[src/rtl/ex_muldiv_pkg.sv]
// ex_muldiv_pkg: shared encodings and constants for the EX-stage multiply/divide unit.
package ex_muldiv_pkg;

  // Operation encoding as presented on op_i by the decode stage.
  typedef enum logic [1:0] {
    MD_MULT  = 2'b00,
    MD_MULTU = 2'b01,
    MD_DIV   = 2'b10,
    MD_DIVU  = 2'b11
  } md_op_e;

  // Sequencer states: idle, iterating one bit per cycle, one-cycle completion.
  typedef enum logic [1:0] {
    MD_IDLE = 2'd0,
    MD_RUN  = 2'd1,
    MD_DONE = 2'd2
  } md_state_e;

  // Widest operand the shared zero constant covers; slices of it clear the
  // W-bit and 2W-bit registers.
  localparam int MD_MAX_W = 64;
  localparam logic [2*MD_MAX_W-1:0] MD_ZERO = '0;

  // Signed variants iterate on magnitudes and need a sign fix at the end.
  function automatic logic mdIsSigned(input logic [1:0] op);
    return (op == MD_MULT) || (op == MD_DIV);
  endfunction

  // Both divide encodings share the upper opcode bit.
  function automatic logic mdIsDiv(input logic [1:0] op);
    return (op == MD_DIV) || (op == MD_DIVU);
  endfunction

endpackage

[src/rtl/ex_muldiv_signfix.sv]
// ex_muldiv_signfix: magnitude extraction of the incoming operands and sign
// restoration of the finished hi/lo result. Purely combinational.
module ex_muldiv_signfix
  import ex_muldiv_pkg::*;
#(
  parameter int WIDTH = 32
) (
  input  logic             signed_i,
  input  logic [WIDTH-1:0] a_i,
  input  logic [WIDTH-1:0] b_i,
  output logic [WIDTH-1:0] absA_o,
  output logic [WIDTH-1:0] absB_o,
  input  logic             isDiv_i,
  input  logic             negA_i,
  input  logic             negB_i,
  input  logic [WIDTH-1:0] rawHi_i,
  input  logic [WIDTH-1:0] rawLo_i,
  output logic [WIDTH-1:0] hi_o,
  output logic [WIDTH-1:0] lo_o
);

  logic [2*WIDTH-1:0] prod;
  logic [2*WIDTH-1:0] prodNeg;

  // Magnitudes of the operands; the most negative value maps onto itself,
  // which is the correct unsigned magnitude.
  always_comb begin
    absA_o = (signed_i && a_i[WIDTH-1]) ? -a_i : a_i;
    absB_o = (signed_i && b_i[WIDTH-1]) ? -b_i : b_i;
  end

  // Product negates as a whole; quotient follows the sign product and the
  // remainder follows the dividend.
  always_comb begin
    prod    = {rawHi_i, rawLo_i};
    prodNeg = MD_ZERO[2*WIDTH-1:0] - prod;
    if (isDiv_i) begin
      lo_o = (negA_i ^ negB_i) ? -rawLo_i : rawLo_i;
      hi_o = negA_i ? -rawHi_i : rawHi_i;
    end else if (negA_i ^ negB_i) begin
      {hi_o, lo_o} = prodNeg;
    end else begin
      {hi_o, lo_o} = prod;
    end
  end

endmodule

[src/rtl/ex_muldiv.sv]
// ex_muldiv: iterative MULT/MULTU/DIV/DIVU unit beside the EX-stage ALU.
// One bit per cycle on a shared 2W shift register; result lands in hi_o/lo_o.
// Define EX_MULDIV_DIV_EN to build the restoring divider; without it DIV/DIVU
// finish one cycle after acceptance with zero results.
module ex_muldiv
  import ex_muldiv_pkg::*;
#(
  parameter int WIDTH = 32,
  parameter int CNT_W = 6
) (
  input  logic             clk,
  input  logic             rst,
  input  logic             start_i,
  input  logic [1:0]       op_i,
  input  logic [WIDTH-1:0] opa_i,
  input  logic [WIDTH-1:0] opb_i,
  input  logic             cancel_i,
  output logic             busy_o,
  output logic             stall_o,
  output logic             done_o,
  output logic [WIDTH-1:0] hi_o,
  output logic [WIDTH-1:0] lo_o,
  output logic             dbz_o
);

  md_state_e          state_q, state_d;
  logic [CNT_W-1:0]   cnt_q, cnt_d;
  logic [2*WIDTH-1:0] acc_q, acc_d;
  logic [WIDTH-1:0]   opnd_q, opnd_d;
  logic               isDiv_q, isDiv_d;
  logic               negA_q, negA_d;
  logic               negB_q, negB_d;
  logic [WIDTH-1:0]   hi_q, hi_d;
  logic [WIDTH-1:0]   lo_q, lo_d;
  logic               dbz_q, dbz_d;

  logic               accept;
  logic [WIDTH-1:0]   absA, absB;
  logic [WIDTH-1:0]   fixHi, fixLo;
  logic [WIDTH:0]     mulSum;
  logic [2*WIDTH-1:0] stepAcc;
`ifdef EX_MULDIV_DIV_EN
  logic [WIDTH:0]     remShift;
  logic [WIDTH:0]     remDiff;
`endif

  assign accept = (state_q == MD_IDLE) && start_i && !cancel_i;

  ex_muldiv_signfix #(
    .WIDTH(WIDTH)
  ) uSignfix (
    .signed_i (mdIsSigned(op_i)),
    .a_i      (opa_i),
    .b_i      (opb_i),
    .absA_o   (absA),
    .absB_o   (absB),
    .isDiv_i  (isDiv_q),
    .negA_i   (negA_q),
    .negB_i   (negB_q),
    .rawHi_i  (stepAcc[2*WIDTH-1:WIDTH]),
    .rawLo_i  (stepAcc[WIDTH-1:0]),
    .hi_o     (fixHi),
    .lo_o     (fixLo)
  );

  // One iteration of the shared register: shift-add for multiply, shift-subtract for divide.
  always_comb begin
    mulSum  = {1'b0, acc_q[2*WIDTH-1:WIDTH]}
            + (acc_q[0] ? {1'b0, opnd_q} : {1'b0, MD_ZERO[WIDTH-1:0]});
    stepAcc = {mulSum, acc_q[WIDTH-1:1]};
`ifdef EX_MULDIV_DIV_EN
    remShift = {acc_q[2*WIDTH-1:WIDTH], acc_q[WIDTH-1]};
    remDiff  = remShift - {1'b0, opnd_q};
    if (isDiv_q) begin
      if (remDiff[WIDTH]) begin
        stepAcc = {remShift[WIDTH-1:0], acc_q[WIDTH-2:0], 1'b0};
      end else begin
        stepAcc = {remDiff[WIDTH-1:0], acc_q[WIDTH-2:0], 1'b1};
      end
    end
`endif
  end

  // Sequencer: accept in IDLE, iterate WIDTH times in RUN, publish result entering DONE.
  always_comb begin
    state_d = state_q;
    cnt_d   = cnt_q;
    acc_d   = acc_q;
    opnd_d  = opnd_q;
    isDiv_d = isDiv_q;
    negA_d  = negA_q;
    negB_d  = negB_q;
    hi_d    = hi_q;
    lo_d    = lo_q;
    dbz_d   = 1'b0;
    case (state_q)
      MD_IDLE: begin
        if (accept) begin
          isDiv_d = mdIsDiv(op_i);
          negA_d  = mdIsSigned(op_i) && opa_i[WIDTH-1];
          negB_d  = mdIsSigned(op_i) && opb_i[WIDTH-1];
          cnt_d   = MD_ZERO[CNT_W-1:0];
          if (mdIsDiv(op_i)) begin
`ifdef EX_MULDIV_DIV_EN
            if (opb_i == MD_ZERO[WIDTH-1:0]) begin
              state_d = MD_DONE;
              hi_d    = opa_i;
              lo_d    = ~MD_ZERO[WIDTH-1:0];
              dbz_d   = 1'b1;
            end else begin
              state_d = MD_RUN;
              acc_d   = {MD_ZERO[WIDTH-1:0], absA};
              opnd_d  = absB;
            end
`else
            state_d = MD_DONE;
            hi_d    = MD_ZERO[WIDTH-1:0];
            lo_d    = MD_ZERO[WIDTH-1:0];
`endif
          end else begin
            state_d = MD_RUN;
            acc_d   = {MD_ZERO[WIDTH-1:0], absB};
            opnd_d  = absA;
          end
        end
      end
      MD_RUN: begin
        if (cancel_i) begin
          state_d = MD_IDLE;
          cnt_d   = MD_ZERO[CNT_W-1:0];
        end else begin
          acc_d = stepAcc;
          if (cnt_q == CNT_W'(WIDTH - 1)) begin
            state_d = MD_DONE;
            cnt_d   = MD_ZERO[CNT_W-1:0];
            hi_d    = fixHi;
            lo_d    = fixLo;
          end else begin
            cnt_d = cnt_q + CNT_W'(1);
          end
        end
      end
      MD_DONE: begin
        state_d = MD_IDLE;
      end
      default: begin
        state_d = MD_IDLE;
      end
    endcase
  end

  // State and datapath registers with synchronous reset.
  always_ff @(posedge clk) begin
    if (rst) begin
      state_q <= MD_IDLE;
      cnt_q   <= MD_ZERO[CNT_W-1:0];
      acc_q   <= MD_ZERO[2*WIDTH-1:0];
      opnd_q  <= MD_ZERO[WIDTH-1:0];
      isDiv_q <= 1'b0;
      negA_q  <= 1'b0;
      negB_q  <= 1'b0;
      hi_q    <= MD_ZERO[WIDTH-1:0];
      lo_q    <= MD_ZERO[WIDTH-1:0];
      dbz_q   <= 1'b0;
    end else begin
      state_q <= state_d;
      cnt_q   <= cnt_d;
      acc_q   <= acc_d;
      opnd_q  <= opnd_d;
      isDiv_q <= isDiv_d;
      negA_q  <= negA_d;
      negB_q  <= negB_d;
      hi_q    <= hi_d;
      lo_q    <= lo_d;
      dbz_q   <= dbz_d;
    end
  end

  assign busy_o  = (state_q != MD_IDLE);
  assign stall_o = accept || (state_q == MD_RUN);
  assign done_o  = (state_q == MD_DONE);
  assign hi_o    = hi_q;
  assign lo_o    = lo_q;
  assign dbz_o   = dbz_q;

endmodule
[config.mk]
export PLATFORM = sky130hd
export DESIGN_NAME = ex_muldiv
export DESIGN_NICKNAME = d
export VERILOG_FILES = /design/src/rtl/ex_muldiv_pkg.sv /design/src/rtl/ex_muldiv_signfix.sv /design/src/rtl/ex_muldiv.sv
export SDC_FILE = /design/constraint.sdc
export NUM_CORES = 1
export LEC_CHECK = 0
export CORE_MARGIN = 3
export CORE_UTILIZATION = 55
export DETAILED_ROUTE_END_ITERATION = 10
export GPL_TIMING_DRIVEN = 0
export HOLD_SLACK_MARGIN = 0.05
export PLACE_DENSITY = 0.77
export SLEW_MARGIN = 25
export SYNTH_ARGS = -nofsm -noshare
export SYNTH_HDL_FRONTEND = slang
export SYNTH_HIERARCHICAL = 1
export SYNTH_SLANG_ARGS = --single-unit
[constraint.sdc]
create_clock -name clk -period 4.6 [get_ports clk]
set_input_delay 0.69 -clock clk [delete_from_list [all_inputs] [get_ports clk]]
set_output_delay 0.69 -clock clk [all_outputs]
set_load 0.005 [all_outputs]
# After elaboration in Yosys (flattened, before gate mapping)
# Cells that the tools add are included.
dict set report word_totals {
  reg_bits 171
  out_inout_bits 68
  input_bits 70
}
dict set report classes {
  add_sub_neg 7
  eq_ne 11
  mux 30
  n_reduce_logical 18
  n_bitwise 2
}
# op count
set ops {}
lappend ops {{$mux 32} 15}
lappend ops {{$mux 64} 3}
lappend ops {{$neg 32->32} 4}
lappend ops {{$pmux 32 s2} 2}
lappend ops {{$pmux 64 s2} 1}
lappend ops {{$sub 1x64->64 const A} 1}
lappend ops {{$add 32x32->33} 1}
lappend ops {{$mux 6} 3}
lappend ops {{$pmux 6 s2} 1}
lappend ops {{$mux 2} 4}
lappend ops {{$ne 2x2->1 const B} 4}
lappend ops {{$add 6x1->6 const B} 1}
lappend ops {{$eq 2x2->1 const B} 3}
lappend ops {{$eq 6x5->1 const B} 1}
lappend ops {{$reduce_and 2->1} 3}
lappend ops {{$reduce_and 5->1} 1}
lappend ops {{$logic_and 1x1->1} 4}
lappend ops {{$logic_not 2->1} 2}
lappend ops {{$pmux 2 s2} 1}
lappend ops {{$reduce_and 4->1} 1}
lappend ops {{$reduce_bool 2->1} 2}
lappend ops {{$logic_or 1x1->1} 3}
lappend ops {{$ne 3x3->1 const B} 1}
lappend ops {{$reduce_and 3->1} 1}
lappend ops {{other kinds (5)} 5}

# Longest topological paths before layout
dict set report logic_depth {
  depth_word 8
  ltp_mapped 20
}

# By module
# The synthesis kept the hierarchy.
# mod seq_area_each_um2 instances area_per_inst_um2 cells_per_inst
set modules_own_cells {}
lappend modules_own_cells {ex_muldiv 3423.3 1 8520.7 1099}
lappend modules_own_cells {ex_muldiv_signfix 0.0 1 3056.7 464}

# Worst setup path before layout
# Ideal clock, no wire load.
dict set report synth_path {
  path_kind {register -> register}
  from {reg acc_q[0]}
  to {reg hi_q[29], in the netlist hi_o[29]}
  required_time_ns 4.530
  stages_incl_launch_ff 18
  arrival_ns 4.163
  slack_ns 0.367
  path_buffers 1
  setup_ns 0.070
  cell_sequence {dfxtp_1 -> clkbuf_1 -> and2_1 -> ha_1 -> a21oi_2 -> nor2_1 -> nor4b_2 -> nor3_1 -> a21oi_1 -> nand2_1 -> xor2_1 -> or4_4 -> or4_4 -> or4b_4 -> o31ai_4 -> xnor2_1 -> nand3_1 -> a21oi_1}
}
dict set report synth_via {
  elab_chain_cells 8
}
# element line_no
set synth_lines {}
lappend synth_lines {{from (decl)} ex_muldiv.sv:28} ;# logic [2*WIDTH-1:0] acc_q, acc_d;
lappend synth_lines {{from (signal assigned)} ex_muldiv.sv:157} ;# acc_q <= MD_ZERO[2*WIDTH-1:0];
lappend synth_lines {{$mux 32 *} ex_muldiv.sv:69} ;# + (acc_q[0] ? {1'b0, opnd_q} : {1'b0, MD_ZERO[WIDTH-1:0]});
lappend synth_lines {{$add 32x32->33 *} ex_muldiv.sv:69}
lappend synth_lines {{named net mulSum[18]} ex_muldiv.sv:40} ;# logic [WIDTH:0] mulSum;
lappend synth_lines {{$sub 1x64->64 / $neg 32->32 (equally long branches)} {ex_muldiv_signfix.sv:36, ex_muldiv_signfix.sv:39}}
lappend synth_lines {{$mux 32 (on tied branches)} {ex_muldiv_signfix.sv:40, ex_muldiv_signfix.sv:39}}
lappend synth_lines {{$mux 32 *} ex_muldiv_signfix.sv:37} ;# if (isDiv_i) begin
lappend synth_lines {{named net fixHi[29]} ex_muldiv.sv:39} ;# logic [WIDTH-1:0] fixHi, fixLo;
lappend synth_lines {{$mux 32 *} ex_muldiv.sv:133} ;# if (cnt_q == CNT_W'(WIDTH - 1)) begin
lappend synth_lines {{$mux 32 *} ex_muldiv.sv:128} ;# if (cancel_i) begin
lappend synth_lines {{$pmux 32 s2 *} ex_muldiv.sv:96} ;# case (state_q)
lappend synth_lines {{to (signal assigned)} ex_muldiv.sv:162} ;# hi_q <= MD_ZERO[WIDTH-1:0];
lappend synth_lines {{to (signal assigned)} ex_muldiv.sv:173} ;# hi_q <= hi_d;
lappend synth_lines {{to (decl)} ex_muldiv.sv:33} ;# logic [WIDTH-1:0] hi_q, hi_d;
# Mark *: on every way through the listed nets, which the timed path passes. The rest lies on a longest branch. The select of a mux whose other input is x is not followed.
# A chain may end at the register's enable or synchronous reset.

# Final worst setup path
# Same ends and word-level chain as after synthesis.

==> flow_summary.toml <==
[final_layout]
antenna_cells = 0
drive_above_1_share_pct = 7.307
final_area_mm2 = 0.01419
nNetsFinal = 1833
area_growth_pct = 22.59
nFillCells = 1749

[logic_synthesis]
ys_seq_area_share_pct = 29.57
yosysUniqueCellTypes = 78
synth_xor_area_share_pct = 11.35
synthFlopType = "dfxtp_1"
yosysTopAreaCellShare_pct = 29.57
yosys_register_bits = 171
ys_warn_count = 6
yosys-top-cells-count = "nand2_1, a21oi_1, dfxtp_1, nor2_1"
syn-instance-count = 1563
muxShareOfSynthArea_pct = 0.09727
syn-num-nets = 1671
syn_avg_cell_area_um2 = 7.407
async_flop_share_pct = 0
synth-compound-area-share_pct = 22.93
synth_top_cell_by_area = "dfxtp_1"
ys_top_cells_by_area = "dfxtp_1, nand2_1, a21oi_1, xnor2_1, xor2_1"
synth-edff-count = 0
synth_simple_gate_area_share_pct = 27.58
yosys.area_share.adder_pct = 4.172
synth_top_family_by_area = "simple AND/OR/NAND/NOR gates"
synth.most_common_cell = "nand2_1"
syn_area_mm2 = 0.01158

[worst_setup_path]
path_class = "flop to flop"
cp-start-kind = "flop"
crit_required_ps = 4960
path_max_fanout = 10
cp-end-kind = "flop"
arrival_ps = 4820

[clock_tree]
clock_sinks = 171
cts.reportedPaths.clkPinSlew_ps = 70
numCtsBuffers = 17
h-tree-depth = 4
clockBufferDepth = 2
hold_buffers = 0
root_buffer = "clkbuf_16"
clk_latency_ps = 440
cts_tree = "done"

[placement]
dp_slack_ps = -299.0
hpwl_um = 26980
place.port_buffers = 135
routabilityCongestion = 0.9658
placed_area_mm2 = 0.01327

[routing]
drtPass1Iterations = 6
vias = 11990
avgViaCountPerCell = 5.970
wl_um = 35050
dr.first_iter.drc_count = 1071
drc = 0
ant_nets = 0
wl_per_cell_um = 17.46

[floorplan]
die_w_um = 151.1
ios = 138
die_y_um = 151.1
dieArea_mm2 = 0.02283
core_area_mm2 = 0.02043
rows = 52
initial_utilization_pct = 56.67

[timing]
min_period_over_period_pct = 96.89
hold_slack_ps = 448.0
final.setup_skew_ps = 10.30
fmax_mhz = 224.4
hold_viol = 0
setup_violations = 0
worst_pin_slew_ps = 1076
fin_crit_ps = 4457
max-slew-margin-rel_pct = 27.77
layout_setup_ws_ps = 142.9
slew_viol_final = 0

[hold_path]
hold_class = "flop to flop"

[global_routing]
grt_antenna_before_repair = 0
grt_max_degree = 17
grt_pass1_vias = 10610
grtUsageTotal_pct = 29.60
grt_pass1_wl_um = 54340
overflow = 0

[pwr]
powerDensity_mw_per_mm2 = 253.7
finalPower_mw = 3.601
peakVddDrop_uv = 233.2
p_leak_nw = 5.438

[status]
status = "finished, final reports clean"

[run]
drv_cap = 0
-- through the flow --
step | setup TNS (ps) | util (%) | cells
2_1_floorplan | 0 | - | 1563
3_3_place_gp | -861.9 | 64.94 | 1968
3_5_place_dp | -1012 | 64.94 | 1968
4_1_cts | -13.30 | 68.02 | 2000
5_1_grt | -44.53 | 69.47 | 2008
6_report | 0 | 69.47 | 2008
-- final timing paths --
kind	startpoint	to	slack, ps	cells after the start
hold / removal	hi_o[14]	hi_o[14]	450	2
setup reg to reg	acc_q[0]	hi_o[29]	140	17
hold reg to reg	hi_o[14]	hi_o[14]	450	2
setup / recovery	acc_q[0]	hi_o[29]	140	17
-- cells in the final DEF (no fill, tap or decap), types with 9 or more instances in the layout --
cell	Yosys	layout
nand3_1	87	87
buf_2	11	11
a22o_1	20	20
a22oi_1	9	9
o31ai_1	22	22
nand2b_1	15	15
o21ai_0	37	37
nor4_1	23	20
xor2_1	63	59
nor3_1	30	30
a21o_1	22	22
inv_1	27	27
a21oi_2	3	13
nand2_1	274	272
nor2_1	132	127
xnor2_1	87	86
ha_1	37	32
dfxtp_1	171	170
and2_1	37	37
clkdlybuf4s50_1	0	135
clkbuf_16	0	17
nand4_1	12	12
a21oi_1	181	171
a311oi_1	32	32
buf_4	5	15
clkbuf_1	76	74
-- flip-flops by register name (all words and copies together), names as in the netlist --
signal   flops
acc_q       64
state_q      2
cnt_q        6
negA_q       1
lo_o        32
hi_o        32
opnd_q      32
isDiv_q      1
negB_q       1
-- cell families after synthesis --
group                    count (synthesis)
AO/OA/AOI/OAI                          404
flip-flops                             171
AND/OR/NAND/NOR                        675
other                                    1
adder cells (fa/ha/maj)                 38
multiplexers                             1
XOR/XNOR                               150
buffers and inverters                  123
-- power breakdown --
group          leakage, nW  switching (mW)  internal, mW  total [mW]
Clock                0.285           0.623         0.836        1.46
Sequential            1.38          0.0477          1.51        1.56
Combinational         3.77           0.349         0.232       0.581
Total                 5.44            1.02          2.58        3.60
-- area by class of cell --
type,count,area (um^2),share of cell area (%)
buffer,95,400.4,2.821
multi-input combinational,1269,7914,55.76
tap,270,337.8,2.380
sequential,171,3427,24.15
inverter,27,101.3,0.7141
timing repair buffer,144,1419,9.997
clock buffer,21,460.4,3.244
clock inverter,11,132.6,0.9345
-- worst max-delay path, cell delays in order, from the launching register on --
cell	delay, ps
dfxtp_4	370
buf_4	160
and2_1	170
ha_4	300
nand3_1	100
nor2_2	180
o21a_1	210
o211ai_1	170
a21oi_2	300
nor2_2	100
xnor2_2	180
or4_4	560
or4_4	440
or4b_4	520
o31ai_4	240
xnor2_1	140
nand3_1	80
a21oi_1	150
-- routing by layer --
layer,global-route usage (%),wire (um),vias to the layer above
li1,-,-,5855
met1,44.27,16600,5547
met2,43.60,14920,542
met3,6.254,3107,43
met4,6.800,427,0
met5,0,0,-
-- what timing repair did --
action                                  in CTS  in global routing
setup buffers                                0                  9
pin swaps                                    0                 16
cloned                                       0                  0
resized for setup                           10                 46
endpoints found under the setup margin       7                 11
Note: power is estimated with default switching activity, not from simulation.
